### src/rtl/wishbone_gpio_bank_if.sv
// Wishbone classic slave bundle shared by the GPIO bank and its bus masters.
// The clock travels with the bus so every agent samples on the same edge.
interface wishboneSlave #(
    parameter int DATA_WIDTH   = 32,
    parameter int SELECT_WIDTH = 4,
    parameter int ADR_WIDTH    = 32
) (
    input logic clk_i
);
    logic                    cyc_i;
    logic                    stb_i;
    logic                    we_i;
    logic [ADR_WIDTH-1:0]    adr_i;
    logic [SELECT_WIDTH-1:0] sel_i;
    logic [DATA_WIDTH-1:0]   dat_i;
    logic [DATA_WIDTH-1:0]   dat_o;
    logic                    ack_o;
    logic                    err_o;
    logic                    rty_o;
    logic                    tgd_o;

    modport slave (
        input  clk_i, cyc_i, stb_i, we_i, adr_i, sel_i, dat_i,
        output dat_o, ack_o, err_o, rty_o, tgd_o
    );

    modport master (
        input  clk_i, dat_o, ack_o, err_o, rty_o, tgd_o,
        output cyc_i, stb_i, we_i, adr_i, sel_i, dat_i
    );
endinterface

### src/rtl/wishbone_gpio_bank.sv
// Multi-channel Wishbone GPIO: output registers with set/clear/invert modes,
// synchronised inputs, rising-edge event flags and a level interrupt.
module wishbone_gpio_bank #(
    parameter int                    DATA_WIDTH   = 32,
    parameter int                    SELECT_WIDTH = 4,
    parameter int                    CHANNELS     = 2,
    parameter logic [DATA_WIDTH-1:0] RESET_PAT    = {DATA_WIDTH{1'b0}},
    parameter int                    SYNC_STAGES  = 2,
    parameter logic                  TGD          = 1'b0
) (
    input  logic                           reset,
    wishboneSlave.slave                    bus,
    input  logic [CHANNELS*DATA_WIDTH-1:0] gpio_in,
    output logic [CHANNELS*DATA_WIDTH-1:0] gpio_out,
    output logic                           irq
);
    localparam int SB = $clog2(SELECT_WIDTH);
    localparam int CB = (CHANNELS > 1) ? $clog2(CHANNELS) : 1;
    localparam int GW = DATA_WIDTH / SELECT_WIDTH;
    localparam int NW = CHANNELS * DATA_WIDTH;

    typedef enum logic [0:0] {
        ST_IDLE = 1'b0,
        ST_RESP = 1'b1
    } state_t;

    function automatic logic [DATA_WIDTH-1:0] sel_mask(input logic [SELECT_WIDTH-1:0] sel);
        logic [DATA_WIDTH-1:0] m;
        m = {DATA_WIDTH{1'b0}};
        for (int g = 0; g < SELECT_WIDTH; g++) begin
            m[g*GW +: GW] = {GW{sel[g]}};
        end
        return m;
    endfunction

    function automatic logic [DATA_WIDTH-1:0] apply_mode(
        input logic [DATA_WIDTH-1:0] old_v,
        input logic [DATA_WIDTH-1:0] wr_v,
        input logic [DATA_WIDTH-1:0] mask,
        input logic [1:0]            mode
    );
        logic [DATA_WIDTH-1:0] res;
        case (mode)
            2'd0:    res = wr_v;
            2'd1:    res = old_v | wr_v;
            2'd2:    res = old_v & ~wr_v;
            2'd3:    res = old_v ^ wr_v;
            default: res = old_v;
        endcase
        return (old_v & ~mask) | (res & mask);
    endfunction

    state_t                          state_q, state_d;
    logic                            ack_q, ack_d;
    logic                            err_q, err_d;
    logic                            irq_q;
    logic [DATA_WIDTH-1:0]           dat_q, dat_d;
    logic [NW-1:0]                   out_q, out_d;
    logic [NW-1:0]                   en_q, en_d;
    logic [NW-1:0]                   flag_q, flag_d;
    logic [NW-1:0]                   prev_q;
    logic [SYNC_STAGES-1:0][NW-1:0]  sync_q;

    logic [1:0]            mode_s;
    logic [1:0]            region_s;
    logic [CB-1:0]         chan_s;
    logic [CB-1:0]         chan_idx_s;
    logic                  chan_ok_s;
    logic                  bad_s;
    logic [DATA_WIDTH-1:0] mask_s;
    logic [DATA_WIDTH-1:0] rd_data_s;
    logic [NW-1:0]         w1c_s;
    logic [NW-1:0]         rise_s;
    logic                  unused_s;

    assign mode_s     = bus.adr_i[SB+1:SB];
    assign region_s   = bus.adr_i[SB+3:SB+2];
    assign chan_s     = bus.adr_i[SB+4+CB-1:SB+4];
    assign chan_ok_s  = (int'(chan_s) < CHANNELS);
    assign chan_idx_s = chan_ok_s ? chan_s : {CB{1'b0}};
    assign bad_s      = !chan_ok_s || (bus.we_i && (region_s == 2'd1));
    assign mask_s     = sel_mask(bus.sel_i);
    assign rise_s     = sync_q[SYNC_STAGES-1] & ~prev_q;
    assign unused_s   = ^bus.adr_i;

    // Read mux: value of the addressed register before any write on this edge.
    always_comb begin
        rd_data_s = {DATA_WIDTH{1'b0}};
        case (region_s)
            2'd0:    rd_data_s = out_q[chan_idx_s*DATA_WIDTH +: DATA_WIDTH];
            2'd1:    rd_data_s = sync_q[SYNC_STAGES-1][chan_idx_s*DATA_WIDTH +: DATA_WIDTH];
            2'd2:    rd_data_s = flag_q[chan_idx_s*DATA_WIDTH +: DATA_WIDTH];
            2'd3:    rd_data_s = en_q[chan_idx_s*DATA_WIDTH +: DATA_WIDTH];
            default: rd_data_s = {DATA_WIDTH{1'b0}};
        endcase
    end

    // Bus FSM next state, response and register write decode.
    always_comb begin
        state_d = state_q;
        ack_d   = 1'b0;
        err_d   = 1'b0;
        dat_d   = dat_q;
        out_d   = out_q;
        en_d    = en_q;
        w1c_s   = {NW{1'b0}};
        case (state_q)
            ST_IDLE: begin
                if (bus.cyc_i && bus.stb_i) begin
                    state_d = ST_RESP;
                    if (bad_s) begin
                        err_d = 1'b1;
                        dat_d = {DATA_WIDTH{1'b0}};
                    end else begin
                        ack_d = 1'b1;
                        dat_d = rd_data_s;
                        if (bus.we_i) begin
                            case (region_s)
                                2'd0: out_d[chan_idx_s*DATA_WIDTH +: DATA_WIDTH] =
                                    apply_mode(out_q[chan_idx_s*DATA_WIDTH +: DATA_WIDTH],
                                               bus.dat_i, mask_s, mode_s);
                                2'd2: w1c_s[chan_idx_s*DATA_WIDTH +: DATA_WIDTH] =
                                    bus.dat_i & mask_s;
                                2'd3: en_d[chan_idx_s*DATA_WIDTH +: DATA_WIDTH] =
                                    apply_mode(en_q[chan_idx_s*DATA_WIDTH +: DATA_WIDTH],
                                               bus.dat_i, mask_s, mode_s);
                                default: w1c_s = {NW{1'b0}};
                            endcase
                        end else begin
                            w1c_s = {NW{1'b0}};
                        end
                    end
                end else begin
                    state_d = ST_IDLE;
                end
            end
            ST_RESP: state_d = ST_IDLE;
            default: state_d = ST_IDLE;
        endcase
    end

    // A new rising edge outranks a software clear on the same cycle.
    assign flag_d = (flag_q & ~w1c_s) | rise_s;

    // All state: registers, synchroniser chain, flags and registered outputs.
    always_ff @(posedge bus.clk_i or posedge reset) begin
        if (reset) begin
            state_q <= ST_IDLE;
            ack_q   <= 1'b0;
            err_q   <= 1'b0;
            dat_q   <= {DATA_WIDTH{1'b0}};
            out_q   <= {CHANNELS{RESET_PAT}};
            en_q    <= {NW{1'b0}};
            flag_q  <= {NW{1'b0}};
            prev_q  <= {NW{1'b0}};
            sync_q  <= {(SYNC_STAGES*NW){1'b0}};
            irq_q   <= 1'b0;
        end else begin
            state_q <= state_d;
            ack_q   <= ack_d;
            err_q   <= err_d;
            dat_q   <= dat_d;
            out_q   <= out_d;
            en_q    <= en_d;
            flag_q  <= flag_d;
            prev_q  <= sync_q[SYNC_STAGES-1];
            sync_q  <= {sync_q[SYNC_STAGES-2:0], gpio_in};
            irq_q   <= |(flag_q & en_q);
        end
    end

    assign bus.ack_o = ack_q;
    assign bus.err_o = err_q;
    assign bus.dat_o = dat_q;
    assign bus.rty_o = 1'b0;
    assign bus.tgd_o = TGD;
    assign gpio_out  = out_q;
    assign irq       = irq_q;
endmodule
### src/flat_wrapper.sv
// flat-port wrapper written by rule: the top's interface ports become plain ports
module wishbone_gpio_bank_flat 
#(
    parameter int                    DATA_WIDTH   = 32,
    parameter int                    SELECT_WIDTH = 4,
    parameter int                    CHANNELS     = 2,
    parameter logic [DATA_WIDTH-1:0] RESET_PAT    = {DATA_WIDTH{1'b0}},
    parameter int                    SYNC_STAGES  = 2,
    parameter logic                  TGD          = 1'b0
)
  (reset, gpio_in, gpio_out, irq, clk_i, bus_cyc_i, bus_stb_i, bus_we_i, bus_adr_i, bus_sel_i, bus_dat_i, bus_dat_o, bus_ack_o, bus_err_o, bus_rty_o, bus_tgd_o);
  wishboneSlave #(.DATA_WIDTH(DATA_WIDTH), .SELECT_WIDTH(SELECT_WIDTH)) bus_i (.clk_i(clk_i));
  input  logic reset;
  input  logic [CHANNELS*DATA_WIDTH-1:0] gpio_in;
  output logic [CHANNELS*DATA_WIDTH-1:0] gpio_out;
  output logic irq;
  input wire logic clk_i;
  input wire logic [$bits(bus_i.cyc_i)-1:0] bus_cyc_i;
  input wire logic [$bits(bus_i.stb_i)-1:0] bus_stb_i;
  input wire logic [$bits(bus_i.we_i)-1:0] bus_we_i;
  input wire logic [$bits(bus_i.adr_i)-1:0] bus_adr_i;
  input wire logic [$bits(bus_i.sel_i)-1:0] bus_sel_i;
  input wire logic [$bits(bus_i.dat_i)-1:0] bus_dat_i;
  output wire logic [$bits(bus_i.dat_o)-1:0] bus_dat_o;
  output wire logic [$bits(bus_i.ack_o)-1:0] bus_ack_o;
  output wire logic [$bits(bus_i.err_o)-1:0] bus_err_o;
  output wire logic [$bits(bus_i.rty_o)-1:0] bus_rty_o;
  output wire logic [$bits(bus_i.tgd_o)-1:0] bus_tgd_o;
  assign bus_i.cyc_i = bus_cyc_i;
  assign bus_i.stb_i = bus_stb_i;
  assign bus_i.we_i = bus_we_i;
  assign bus_i.adr_i = bus_adr_i;
  assign bus_i.sel_i = bus_sel_i;
  assign bus_i.dat_i = bus_dat_i;
  assign bus_dat_o = bus_i.dat_o;
  assign bus_ack_o = bus_i.ack_o;
  assign bus_err_o = bus_i.err_o;
  assign bus_rty_o = bus_i.rty_o;
  assign bus_tgd_o = bus_i.tgd_o;
  wishbone_gpio_bank #(.DATA_WIDTH(DATA_WIDTH), .SELECT_WIDTH(SELECT_WIDTH), .CHANNELS(CHANNELS), .RESET_PAT(RESET_PAT), .SYNC_STAGES(SYNC_STAGES), .TGD(TGD)) u_core (.reset(reset), .bus(bus_i), .gpio_in(gpio_in), .gpio_out(gpio_out), .irq(irq));
endmodule
### config.mk
export PLATFORM = sky130hd
export DESIGN_NAME = wishbone_gpio_bank_flat
export DESIGN_NICKNAME = d
export VERILOG_FILES = /design/src/rtl/wishbone_gpio_bank_if.sv /design/src/rtl/wishbone_gpio_bank.sv /design/src/flat_wrapper.sv
export SDC_FILE = /design/constraint.sdc
export NUM_CORES = 1
export LEC_CHECK = 0
export CAP_MARGIN = 20
export CORE_MARGIN = 10
export CORE_UTILIZATION = 48
export CTS_CLUSTER_DIAMETER = 100
export DETAILED_ROUTE_END_ITERATION = 8
export PLACE_DENSITY = 0.7
export SYNTH_ARGS = -nofsm -noshare
export SYNTH_HDL_FRONTEND = slang
export SYNTH_SLANG_ARGS = --single-unit
### constraint.sdc
create_clock -name clk_i -period 24.6 [get_ports clk_i]
set_input_delay 4.92 -clock clk_i [delete_from_list [all_inputs] [get_ports clk_i]]
set_output_delay 4.92 -clock clk_i [all_outputs]
set_load 0.005 [all_outputs]
==> metrics.md <==
| Metric | Value |
|---|---|
| Result of the run | finished, final reports clean |
| Count of mapped cells out of synthesis | 1,809 |
| Pin count of the biggest net entering global routing | 152 |
| P&R area growth vs syn | 18.7% |
| Filler cells | 3,549 |
| Power per Cell Area | 73.0 nW/um^2 |
| Dominant cell type by area after synthesis | sky130_fd_sc_hd__dfrtp_1 |
| Clock buffer depth | 3 |
| Floorplan die height | 228 um |
| WHS | 346 ps |
| Detailed Route Iter0 Violations | 1,114 |
| Ant. Diodes | 0 |
| Path category of the worst min-delay check | reg2reg |
| Via density per instance | 5.78 |
| Post-cts hold buffer count | 0 |
| Routed len/inst | 23.0 um |
| Top cells by area in the synthesized netlist | sky130_fd_sc_hd__dfrtp_1 51%, sky130_fd_sc_hd__ha_1 8.0%, sky130_fd_sc_hd__mux4_2 5.3% |
| Count leader, synth | sky130_fd_sc_hd__dfrtp_1 |
| Final Instance Count excl. Fillers | 2,594 |
| Crit. End Element | flip-flop |
| Period minus WS final | 8120 ps |
| Number of library cell types mapped by synthesis | 40 |
| Layout cell share with drive strength beyond 1 | 10.2% |
| Number of max-slew violations in the final report | 0 |
| Dpl cells | 2,514 |
| Max capacitance violation total | 0 |
| Flip-flop and latch count after synthesis | 420 |
| Vias after detailed routing | 15,000 |
| Sequential share of the synthesized area | 50.7% |
| Ports placed on the boundary | 238 |
| Critical Path Start Type | input port |
| H-Tree Level Count | 2 |
| Initial standard-cell utilization of the core | 48.4% |
| Worst slew pin tran | 1110 ps |
| Post-layout nets | 2,248 |
| Highest ir drop seen on vdd | 0.0484 mV |
| Number of port buffers | 208 |
| Predominant post-synthesis flop cell | sky130_fd_sc_hd__dfrtp_1 |
| Type of the setup path with the least slack | in2reg |
| Footprint of the multi-input gates | 8850 sq um |
| Remaining global-route overflow | 0 |
| Vias in the first global route | 15,600 |
| Sink Count | 420 |
| Critical register-to-register path startpoint | u_core.state_q$_DFF_PP0_ |
| Warnings, synthesis | 0 |
| Setup violations, final | 0 |
| Length of routed met2 wiring | 28,300 um |
| Register area | 10,500 sq um |
| Data required time at the worst endpoint | 25,020 ps |
| FMAX | 123 MHz |
| Crit path capture | u_core.en_q[56]$_DFFE_PP0P_ |
| Clock tree from TritonCTS | built |
| R2r endpoint | u_core.en_q[49]$_DFFE_PP0P_ |
| Number of buffers added by the clock tree synthesis step | 47 |
| Hold Fails Final Rpt | 0 |
| Asr flop ratio synth | 100% |
| Total length of routed wires | 59,600 um |
| Detailed placement HPWL | 39,900 um |
| Clock Tree Root | sky130_fd_sc_hd__clkbuf_16 |
| Number of enable flip-flop cells after synthesis | 0 |
| Global-route wire length before repair | 92,600 um |
| Setup slack, reg-to-reg | 21,920 ps |
| Initial antenna violation count | 2 |
| Die X-Extent | 228 um |
| Setup Fix Bufs, Post-CTS | 0 |
| Leading post-synthesis cells by instance count | 420 x sky130_fd_sc_hd__dfrtp_1, 210 x sky130_fd_sc_hd__nand2_1, 201 x sky130_fd_sc_hd__inv_1 |
| Signal arrival time at the worst endpoint | 8540 ps |
| Clk pin slew, worst setup/hold paths | 60 ps |
| Crit. Startpoint | bus_adr_i[6] |
| Share of Yosys cell area claimed by the top area cell type | 50.7% |
| Detailed Routing Iterations Pass 1 | 7 |
| Routability congestion estimate | 0.857 |
| Critical path fanouts, max | 49 |
| Placeable core region | 42,900 sq um |
| Post-DRT Antenna Nets | 0 |
| Cell area after technology mapping | 20,700 sq um |
| Worst slew margin | 25.8% |
| Routed wl met3 | 4130 um |
| Site Rows | 76 |
| Length in cells of the worst reg-to-reg path | 4 |
| Accumulated negative setup slack | 0 ps |
| Final period util | 33.0% |
| Total Die Area | 51,900 sq um |
| Post-synthesis average cell area | 11.5 sq um |
| Global routing usage summed across all routing layers | 22.6% |
| Clock skew after layout | 13.3 ps |
| DRC errors left | 0 |
| Top layer reached by signal wires | met5 |
| Number of cells upsized or downsized after cts | 0 |
| Met1 layer wirelength in the final routing | 25,300 um |
| Worst skew pair latency | 580 ps |
| Reported leakage power | 11.6 nW |
| Unrepaired setup endpoints after global routing | false |
==> metal layers <==
metal  global-route usage, %  vias to the layer above
li1                        -                     6694
met2                    36.7                      543
met1                    29.6                     7658
met5                       0                        -
met3                    4.42                      107
met4                    8.46                        4
==> power by group <==
part / leakage, nW / switching [mW] / internal (mW)
logic: 5.85 / 0.163 / 0.159
registers: 4.98 / 0.0452 / 0.747
clock network: 0.738 / 0.278 / 0.405
total: 11.6 / 0.487 / 1.31
==> flip-flops by register name (all words and copies together) (netlist names) <==
name / flops
u_core.gpio_out: 64
u_core.irq: 1
u_core.bus.dat_o: 32
u_core.state_q: 1
u_core.bus.ack_o: 1
u_core.en_q: 64
u_core.prev_q: 64
u_core.sync_q: 128
u_core.flag_q: 64
u_core.bus.err_o: 1
==> cells in the final DEF (no fill, tap or decap), types with 2 or more instances in the layout <==
cell                              Yosys  layout
sky130_fd_sc_hd__dfrtp_1            420     420
sky130_fd_sc_hd__nand2_1            210     209
sky130_fd_sc_hd__clkdlybuf4s50_1      0     205
sky130_fd_sc_hd__inv_1              201     200
sky130_fd_sc_hd__ha_1               133     132
sky130_fd_sc_hd__a22o_1             110     110
sky130_fd_sc_hd__o31ai_1             98      98
sky130_fd_sc_hd__mux2i_1             95      95
sky130_fd_sc_hd__nor2_1              83      83
sky130_fd_sc_hd__mux4_2              49      49
sky130_fd_sc_hd__nor2b_1             49      49
sky130_fd_sc_hd__clkbuf_16            0      49
sky130_fd_sc_hd__mux2_2              32      32
sky130_fd_sc_hd__o22ai_1             32      32
sky130_fd_sc_hd__a211o_1             32      32
sky130_fd_sc_hd__a32o_1              32      32
sky130_fd_sc_hd__o211ai_1            30      30
sky130_fd_sc_hd__buf_4               14      19
sky130_fd_sc_hd__a221oi_1            16      16
sky130_fd_sc_hd__nand2b_1            16      15
sky130_fd_sc_hd__o21ai_0             13      13
sky130_fd_sc_hd__inv_2               12      12
sky130_fd_sc_hd__nor2_2              11      11
sky130_fd_sc_hd__clkbuf_8             0      11
sky130_fd_sc_hd__clkbuf_1            43      11
sky130_fd_sc_hd__and4_1               8       8
sky130_fd_sc_hd__clkinv_2             0       7
sky130_fd_sc_hd__nand4_1              5       5
sky130_fd_sc_hd__nand3_2              2       2
sky130_fd_sc_hd__o21ai_1              2       2
sky130_fd_sc_hd__conb_1               1       2
==> critical path: stages <==
cell and delay (ps):
sky130_fd_sc_hd__buf_6 430, sky130_fd_sc_hd__buf_4 770, sky130_fd_sc_hd__buf_4 770, sky130_fd_sc_hd__mux2_2 470
sky130_fd_sc_hd__inv_1 70, sky130_fd_sc_hd__ha_1 210, sky130_fd_sc_hd__mux4_2 480, sky130_fd_sc_hd__nor2b_1 220
sky130_fd_sc_hd__o31ai_1 110
==> worst min-delay path by stage <==
stage	from	endpoint	slack, ps	cells after the start
finish	u_core.sync_q[0]$_DFF_PP0_	u_core.sync_q[64]$_DFF_PP0_	350	0
floorplan	u_core.sync_q[36]$_DFF_PP0_	u_core.sync_q[100]$_DFF_PP0_	330	0
CTS	u_core.sync_q[9]$_DFF_PP0_	u_core.sync_q[73]$_DFF_PP0_	350	0
global route	u_core.sync_q[35]$_DFF_PP0_	u_core.sync_q[99]$_DFF_PP0_	350	0
global placement	u_core.sync_q[3]$_DFF_PP0_	u_core.sync_q[67]$_DFF_PP0_	330	0
detailed placement	u_core.sync_q[0]$_DFF_PP0_	u_core.sync_q[64]$_DFF_PP0_	330	0
==> area by class of cell <==
| cell class | instances | share of cell area (%) |
|---|---|---|
| clock buffers | 71 | 5.76 |
| repair buffers | 226 | 9.04 |
| clock inverters | 9 | 0.295 |
| flip-flops and latches | 420 | 42.7 |
| well taps | 585 | 2.97 |
| multi-input cells | 1070 | 36.0 |
| inverters | 213 | 3.28 |
==> metrics by stage <==
step | util (%) | area, sq um | power, mW | setup WS [ps]
floorplan | - | 20700 | 0.983 | 7990
global placement | 53.9 | 23100 | 1.11 | 15940
detailed placement | 53.9 | 23100 | 1.13 | 15930
CTS | 57.4 | 24600 | 1.81 | 16520
global route | 57.4 | 24600 | 1.88 | 16320
finish | 57.4 | 24600 | 1.80 | 16480
==> logic make-up after synthesis <==
group | count (synthesis) | share of synthesized area (%)
adders and majority gates | 133 | 8.02
AOI/OAI and AO/OA | 366 | 14.2
DFF | 420 | 50.7
muxes | 177 | 11.7
and+or+nand+nor | 392 | 8.57
other | 1 | 0.0181
buffers and inverters | 320 | 6.82
(Power assumes the default switching activity.)
